==> config.mk <==
export PLATFORM = sky130hd
export DESIGN_NAME = credit_link
export DESIGN_NICKNAME = d
export VERILOG_FILES = /design/src/rtl/credit_link.sv
export SDC_FILE = /design/constraint.sdc
export NUM_CORES = 2
export LEC_CHECK = 0
export ABC_AREA = 1
export CAP_MARGIN = 5
export CORE_MARGIN = 5
export CORE_UTILIZATION = 61
export CTS_CLUSTER_SIZE = 24
export DETAILED_ROUTE_END_ITERATION = 10
export GPL_TIMING_DRIVEN = 0
export PLACE_DENSITY = 0.79
export SYNTH_ARGS = -nofsm -noshare
export SYNTH_HDL_FRONTEND = slang
export SYNTH_SLANG_ARGS = --single-unit
==> constraint.sdc <==
create_clock -name clk -period 7.1 [get_ports clk]
set_input_delay 1.065 -clock clk [delete_from_list [all_inputs] [get_ports clk]]
set_output_delay 1.065 -clock clk [all_outputs]
set_load 0.02 [all_outputs]
==> src/rtl/credit_link.sv <==
// One direction of a board-to-board link: flits cross a DELAY-stage forward pipe into a
// show-ahead receive FIFO, and consumer pops return credits over a DELAY-stage return pipe.
module credit_link #(
  parameter int FLIT_SIZE = 82,
  parameter int DELAY     = 6,
  parameter int DEPTH     = 16,
  parameter int CNT_W     = $clog2(DEPTH + 1)
) (
  input  logic                 clk,
  input  logic                 rst,
  input  logic [FLIT_SIZE-1:0] tx_par_data,
  input  logic                 tx_par_data_valid,
  output logic                 tx_ready,
  output logic [FLIT_SIZE-1:0] rx_par_data,
  output logic                 rx_par_data_valid,
  input  logic                 rx_ready,
  output logic [CNT_W-1:0]     credit_count,
  output logic [CNT_W-1:0]     rx_fill,
  output logic                 overflow
);

  localparam int PTR_W = (DEPTH > 1) ? $clog2(DEPTH) : 1;
  localparam logic [CNT_W-1:0] FULL_CNT = CNT_W'(DEPTH);
  localparam logic [PTR_W-1:0] LAST_PTR = PTR_W'(DEPTH - 1);

  logic [CNT_W-1:0]     credit_reg, credit_next;
  logic [CNT_W-1:0]     fill_reg, fill_next;
  logic [PTR_W-1:0]     wr_ptr_reg, rd_ptr_reg;
  logic                 overflow_reg;
  logic [DELAY-1:0]     fwd_valid_reg;
  logic [FLIT_SIZE-1:0] fwd_data_reg [DELAY];
  logic [DELAY-1:0]     ret_reg;
  logic [FLIT_SIZE-1:0] mem [DEPTH];

  logic accept, pop, wr_req, fifo_full, fifo_write, ret_tok;

  assign tx_ready          = (credit_reg != '0) && rst;
  assign accept            = tx_par_data_valid && tx_ready;
  assign rx_par_data_valid = (fill_reg != '0);
  assign pop               = rx_par_data_valid && rx_ready;
  assign wr_req            = fwd_valid_reg[DELAY-1];
  assign fifo_full         = (fill_reg == FULL_CNT);
  // A pop on the same edge frees the slot, so a write into a full FIFO is still legal then.
  assign fifo_write        = wr_req && (!fifo_full || pop);
  assign ret_tok           = ret_reg[DELAY-1];

  assign credit_count = credit_reg;
  assign rx_fill      = fill_reg;
  assign overflow     = overflow_reg;
  assign rx_par_data  = rx_par_data_valid ? mem[rd_ptr_reg] : '0;

  always_ff @(posedge clk or negedge rst) begin
    if (!rst) begin
      fwd_valid_reg[0] <= 1'b0;
      fwd_data_reg[0]  <= '0;
      ret_reg[0]       <= 1'b0;
    end else begin
      fwd_valid_reg[0] <= accept;
      fwd_data_reg[0]  <= tx_par_data;
      ret_reg[0]       <= pop;
    end
  end

  genvar gi;
  generate
    for (gi = 1; gi < DELAY; gi++) begin : g_stage
      always_ff @(posedge clk or negedge rst) begin
        if (!rst) begin
          fwd_valid_reg[gi] <= 1'b0;
          fwd_data_reg[gi]  <= '0;
          ret_reg[gi]       <= 1'b0;
        end else begin
          fwd_valid_reg[gi] <= fwd_valid_reg[gi-1];
          fwd_data_reg[gi]  <= fwd_data_reg[gi-1];
          ret_reg[gi]       <= ret_reg[gi-1];
        end
      end
    end
  endgenerate

  // Storage carries no reset; the output mux hides stale entries while the FIFO is empty.
  always_ff @(posedge clk) begin
    if (fifo_write) mem[wr_ptr_reg] <= fwd_data_reg[DELAY-1];
  end

  always_comb begin
    credit_next = credit_reg;
    fill_next   = fill_reg;
    case ({accept, ret_tok})
      2'b10:   credit_next = credit_reg - CNT_W'(1);
      2'b01:   credit_next = credit_reg + CNT_W'(1);
      default: credit_next = credit_reg;
    endcase
    case ({fifo_write, pop})
      2'b10:   fill_next = fill_reg + CNT_W'(1);
      2'b01:   fill_next = fill_reg - CNT_W'(1);
      default: fill_next = fill_reg;
    endcase
  end

  always_ff @(posedge clk or negedge rst) begin
    if (!rst) begin
      credit_reg   <= FULL_CNT;
      fill_reg     <= '0;
      wr_ptr_reg   <= '0;
      rd_ptr_reg   <= '0;
      overflow_reg <= 1'b0;
    end else begin
      credit_reg <= credit_next;
      fill_reg   <= fill_next;
      if (fifo_write) wr_ptr_reg <= (wr_ptr_reg == LAST_PTR) ? '0 : wr_ptr_reg + PTR_W'(1);
      if (pop)        rd_ptr_reg <= (rd_ptr_reg == LAST_PTR) ? '0 : rd_ptr_reg + PTR_W'(1);
      if (wr_req && fifo_full && !pop) overflow_reg <= 1'b1;
    end
  end

  // Both conditions are impossible while the credit loop is intact.
  a_no_overflow: assert property (@(posedge clk) disable iff (!rst)
                                  !(wr_req && fifo_full && !pop));
  a_credit_max:  assert property (@(posedge clk) disable iff (!rst)
                                  credit_reg <= FULL_CNT);

endmodule
# After elaboration in Yosys (flattened, before gate mapping)
# Memories as Yosys holds them, arrays and structs flattened.
# Cells that the tools add are included.
[word_totals]
register_bits = 523
latch_bits = 0
ram_bits = 1312
mem_bits_ro = 0
inputBits = 86
out_inout_bits = 95
word_cells = 57
mem_count = 1
[mem_list]
columns = ["name", "words", "word_bits", "rd", "rd_clocked_by_memory_dff", "write_ports", "line_no", "text"]
rows = [
  ["mem", 16, 82, 1, 0, 1, "33", "logic [FLIT_SIZE-1:0] mem [DEPTH];"],
]
[op_classes]
n_addsub = 6
mul = 0
div_mod_pow = 0
n_lt_le_gt_ge = 0
n_eq_ne = 7
shifts = 0
n_mux = 7
bitwise_logic = 0
n_reduce_logical = 13
[ops]
columns = ["cell", "n"]
rows = [
  ["2-to-1 mux 82 bit", 1],
  ["one-hot mux 5 bit (2 select lines)", 2],
  ["adder 5 x 1 -> 5 bit (second input constant)", 2],
  ["nonzero test 5 bit", 2],
  ["subtractor 5 x 1 -> 5 bit (second input constant)", 2],
  ["adder 4 x 1 -> 4 bit (second input constant)", 2],
  ["equality test 4 bit (second input constant)", 2],
  ["2-to-1 mux 4 bit", 2],
  ["logical AND 1 bit", 6],
  ["equality test 5 bit (second input constant)", 1],
  ["equality test 2 x 1 -> 1 bit (second input constant)", 2],
  ["equality test 2 bit (second input constant)", 2],
  ["nonzero test 2 bit", 2],
  ["zero test 1 bit", 2],
  ["2-to-1 mux 1 bit", 2],
  ["logical OR 1 bit", 1],
]

# Longest topological paths before layout
[depth]
word_depth = 6
mapped_depth = 14
ltp_nobuf = 14

# Least setup slack after synthesis
# Ideal clock, no wire load.
[synth_timing]
path_type = "input port to flip-flop"
startpoint = "input rx_ready"
endpoint = "memory mem[15][0] (enable)"
t_arrival_ns = 4.905
slack_ns = 1.672
stages = 4
n_path_buf = 0
path_cell_list = "nor3_1 nor2_2 inv_1 nor2_1"
[synth_between]
elab_chain_cells = 5
[synth_rtl]
columns = ["item", "line_no", "text"]
rows = [
  ["from (decl)", "16", "input logic rx_ready,"],
  ["logical AND 1 bit", "40", "assign pop = rx_par_data_valid && rx_ready;"],
  ["logical OR 1 bit", "44", "assign fifo_write = wr_req && (!fifo_full || pop);"],
  ["logical AND 1 bit", "44", ""],
  ["2-to-1 mux 1 bit", "83", "if (fifo_write) mem[wr_ptr_reg] <= fwd_data_reg[DELAY-1];"],
  ["2-to-1 mux 1 bit (not written as such)", "83", ""],
  ["to (decl)", "33", ""],
]
# Every way passes these cells.

# Worst setup path in the final report
[layout_timing]
startpoint = "register rd_ptr_reg[3]"
endpoint = "output rx_par_data[4]"
[layout_between]
elab_chain_cells = 2
[layout_rtl]
columns = ["item", "line_no", "text"]
rows = [
  ["from (decl)", "28", "logic [PTR_W-1:0] wr_ptr_reg, rd_ptr_reg;"],
  ["from (signal assigned)", "112", "if (pop) rd_ptr_reg <= (rd_ptr_reg == LAST_PTR) ? '0 : rd_ptr_reg + PTR_W'(1);"],
  ["memory (16 x 82 bit)", "-", ""],
  ["2-to-1 mux 82 bit", "50", "assign rx_par_data = rx_par_data_valid ? mem[rd_ptr_reg] : '0;"],
  ["to (decl)", "14", "output logic [FLIT_SIZE-1:0] rx_par_data,"],
]
# Every way passes these cells.

==> metrics.sh <==
FINAL_MAX_SLEW_VIOLATION_COUNT=0
GRT_REMAINING_OVERFLOW=0
CRITICAL_PATH.MOST_COMMON_CELL='sky130_fd_sc_hd__clkbuf_1'
REMAINING_DRC_ERRORS=0
CTS_SETUP_BUFFERS=0
FIN_NETS=6313
SYNTH_TOP_AREA_CELL='sky130_fd_sc_hd__edfxtp_1'
TIMING.CRITICAL_PATH.FROM_TYPE='flop'
WL_PER_CELL_MICRONS=23.8
REQUIRED_NS=6.03
MIN_PATH_TYPE='input pin to asynchronous set/reset pin'
MAPPEDNETLISTAREA_SQ_UM=69500
PERIOD_SHARE=0.822
MAX_SLEW.WORST_PIN.SLEW_NS=1.35
DRV.MAX_CAP_VIOLATION_COUNT=0
POST_LAYOUT_NONFILLER_INSTANCES=7870
WORST_SKEW_PAIR.LATE_LATENCY_NS=0.81
GP_CONGESTION=0.842
YOSYS_WARNINGS=0
VIA_COUNT=46400
ASYNC_RESET_FF_FRAC=0.285
DETAILED_PLACE.AREA_SQ_UM=74600
CRIT_START='rd_ptr_reg[3]'
YOSYSTOPAREACELLSHARE=0.567
REG2REG_FROM='rx_fill[0]'
SYNTH_CELL_TYPES=27
TOP_LEVEL_PORTS=181
POWER_DENSITY_nW_PER_UM2=414
FLOORPLAN.DIE.HEIGHT_MICRONS=347
NUMCTSBUFFERS=176
GRT_PASS1_WL_MM=277
CP.ARRIVAL_NS=4.77
DETAIL_ROUTE.FIRST_PASS.ITERATIONS=6
SYNTHTOPCELLSBYAREA='sky130_fd_sc_hd__edfxtp_1 57%, sky130_fd_sc_hd__dfrtp_1 19%, sky130_fd_sc_hd__nand2_1 11%, sky130_fd_sc_hd__nand3_1 6.0%, sky130_fd_sc_hd__inv_1 3.7%'
STATIC_LEAKAGE_nW=33.9
DRT-VIAS-PER-INSTANCE=5.90
POST-PLACE-WS_NS=2.18
WORST_SETUP_PATH_END_KIND='output pin'
DIE_AREA_SQ_UM=121000
DRIVE_ABOVE_1_SHARE=0.0906
FINALWORSTSETUPSLACK_NS=1.26
SYNTH-SEQ-AREA-SHARE=0.755
FINALSETUPVIOLATIONS=0
FINAL_HOLD_VIOL_COUNT=0
STD_CELL_ROWS=123
YS_SEQ_ELEMENTS=1835
NUMPLACEDINSTANCES=7535
DETAIL_ROUTE.WIRELENGTH_MM=187
SETUP-TNS-FINAL_NS=0
CP_TOP_FAMILY='buffers and inverters'
CLK_TRANSITION_REPORTED_PATHS_NS=0.06
CP_CELL_SEQUENCE='inv_1 -> clkbuf_1 -> clkbuf_1 -> nand3_1 -> a21oi_1 -> clkdlybuf4s50_1'
FINAL_CELL_AREA_SQ_UM=80500
POST_SYNTH_INST_COUNT=5796
LARGEST_NET_DEGREE_AT_THE_START_OF_GLOBAL_ROUTING=130
WORST_SLACK_ON_HOLD_PATHS_NS=0.241
CLOCK_SINKS=1835
PLACE.DETAILED.HPWL_MM=114
CTS.HTREE.LEVELS=4
CTSHOLDBUFFERS=0
CTS_TREE='built'
START_UTIL=0.616
MAXCLOCKFREQUENCY_MHz=171
BUFFER_PORTS.INSERTED=180
NUMBER_OF_FLOPS_MAPPED_TO_ENABLE_CELLS_BY_YOSYS=1312
STATUS='completed'
DRT.ANTENNA.VIOLATING_NETS=0
CORE_REGION_AREA_SQ_UM=113000
DIE_WIDTH_MICRONS=347
SYN_TO_FINAL_GROWTH_PCT=15.8
FINCLKSKEW_NS=0.0419
GRT_UTIL_ALL_LAYERS=0.306
RSZ0062_AT_GRT='false'
TIMING_WORST_SETUP_PATH_TYPE='flop to output pin'
FILLERS=6806
DETAIL_ROUTE.ITER0.VIOLATIONS=6818
TIMING.CRITICAL_PATH.SLOWEST_CELL_DELAY_NS=1.05
FLIP_FLOP_COUNT_OF_THE_LARGEST_REGISTER_ALL_COPIES_AND_WORDS_ADDED=1312
VIAS_IN_THE_FIRST_GLOBAL_ROUTE=46900
SYNTHESIS.NETS=5896
CTS_BUFFER_DEPTH=3
CTS_REPAIR_RESIZE_COUNT=0
SLEW-LIMIT-HEADROOM=0.103
WORST_VOLTAGE_DROP_ACROSS_THE_VDD_GRID_V=0.000353
ROOT_BUFFER='sky130_fd_sc_hd__clkbuf_16'
ANTENNA_FOUND_INITIAL=4
CRIT_PATH_MAX_FANOUT=10
WORSTPATHBUFFERINVERTERCOUNT=4
FINAL_PERIOD_MINUS_WORST_SETUP_SLACK_NS=5.84
SYN-MEAN-INSTANCE-AREA_SQ_UM=12.0
SYNTH-MAIN-FF-CELL='sky130_fd_sc_hd__edfxtp_1'
CRIT_PATH_TOP_DELAY_CELL='sky130_fd_sc_hd__clkbuf_1'
-- cells in the mapped netlist, types with 10 or more instances --
cell type	count
sky130_fd_sc_hd__a21oi_1	85
sky130_fd_sc_hd__buf_1	19
sky130_fd_sc_hd__buf_2	138
sky130_fd_sc_hd__buf_4	14
sky130_fd_sc_hd__buf_6	70
sky130_fd_sc_hd__clkbuf_1	40
sky130_fd_sc_hd__dfrtp_1	522
sky130_fd_sc_hd__edfxtp_1	1312
sky130_fd_sc_hd__ha_1	13
sky130_fd_sc_hd__inv_1	680
sky130_fd_sc_hd__nand2_1	2014
sky130_fd_sc_hd__nand3_1	839
sky130_fd_sc_hd__nor2_1	18
sky130_fd_sc_hd__o21ai_0	10
-- cells by family (layout without fill, tap and decap cells) --
logic type / after synthesis / count (layout) / synth area share
compound gates: 98 / 98 / 0.00717
xor+xnor: 8 / 8 / 0.00101
fa+ha+maj: 14 / 14 / 0.00263
buf+inv: 964 / 1534 / 0.0630
flops: 1835 / 1835 / 0.755
other cells: 0 / 4 / 0
simple gates: 2877 / 2877 / 0.171
-- per-layer routing --
layer / up-vias / track usage / part of all wire
li1: 19800 / - / -
met4: 4 / 0.179 / 0.069
met5: - / 0 / 0.00014
met2: 3718 / 0.489 / 0.47
met1: 22100 / 0.391 / 0.33
met3: 853 / 0.0691 / 0.13
-- placed cells by master (no fill, tap or decap), types with 2 or more instances in the layout --
cell                              synthesis  routed
sky130_fd_sc_hd__nand2_1               2014    2014
sky130_fd_sc_hd__nor2_1                  18       2
sky130_fd_sc_hd__clkinv_16                0       5
sky130_fd_sc_hd__clkbuf_8                 0      17
sky130_fd_sc_hd__clkbuf_4                 0       3
sky130_fd_sc_hd__nand4_1                  2       2
sky130_fd_sc_hd__clkinv_1                 0      21
sky130_fd_sc_hd__o21ai_0                 10      10
sky130_fd_sc_hd__edfxtp_1              1312    1312
sky130_fd_sc_hd__buf_1                   19      19
sky130_fd_sc_hd__a21oi_1                 85      85
sky130_fd_sc_hd__clkbuf_1                40      77
sky130_fd_sc_hd__a21o_1                   2       2
sky130_fd_sc_hd__inv_16                   0       2
sky130_fd_sc_hd__clkinv_2                 0      35
sky130_fd_sc_hd__nor2_4                   0      16
sky130_fd_sc_hd__xor2_1                   5       5
sky130_fd_sc_hd__buf_2                  138     138
sky130_fd_sc_hd__ha_1                    13      13
sky130_fd_sc_hd__buf_6                   70      70
sky130_fd_sc_hd__inv_1                  680     680
sky130_fd_sc_hd__diode_2                  0       4
sky130_fd_sc_hd__buf_4                   14      14
sky130_fd_sc_hd__buf_16                   0      17
sky130_fd_sc_hd__nand3_1                839     839
sky130_fd_sc_hd__clkbuf_16                0     190
sky130_fd_sc_hd__clkinvlp_4               0       2
sky130_fd_sc_hd__buf_12                   0      42
sky130_fd_sc_hd__inv_2                    2       2
sky130_fd_sc_hd__clkdlybuf4s50_1          0     179
sky130_fd_sc_hd__inv_4                    0       4
sky130_fd_sc_hd__dfrtp_1                522     522
sky130_fd_sc_hd__bufinv_16                0       4
sky130_fd_sc_hd__xnor2_1                  3       3
sky130_fd_sc_hd__inv_6                    0       8
-- final timing paths --
path                                     end  slack (ns)  cells after the start
max in group asynchronous  fwd_data_reg[316]        5.30                      3
min                        fwd_data_reg[195]        0.24                      1
min reg2reg                fwd_data_reg[129]        0.32                      0
min in group clk           fwd_data_reg[129]        0.32                      0
max                           rx_par_data[4]        1.26                      6
max reg2reg                       mem[0][50]        4.13                      8
-- cell type report --
cell class | count | area [sq um] | area share
Timing Repair Buffer | 239 | 3120 | 0.0387
Clock buffer | 248 | 5150 | 0.0641
Tap cell | 1500 | 1880 | 0.0233
Sequential cell | 1835 | 52500 | 0.652
Clock inverter | 83 | 699 | 0.00869
Antenna cell | 4 | 10.0 | 0.000124
Buffer | 281 | 1810 | 0.0225
Multi-Input combinational cell | 2997 | 12700 | 0.158
Inverter | 683 | 2570 | 0.0320
-- metrics by stage --
stage,total power [mW],util
floorplan,18.8,-
global placement,23.3,0.648
detailed placement,23.7,0.661
CTS,33.1,0.713
global route,34.4,0.713
finish,33.3,0.713
-- power by group --
part           internal, mW  leakage (nW)  switching (mW)
combinational          3.56          13.1            8.05
sequential             12.1          17.9           0.297
clock                  5.26          2.89            4.09
total                  20.9          33.9            12.4
(Power assumes the default switching activity.)
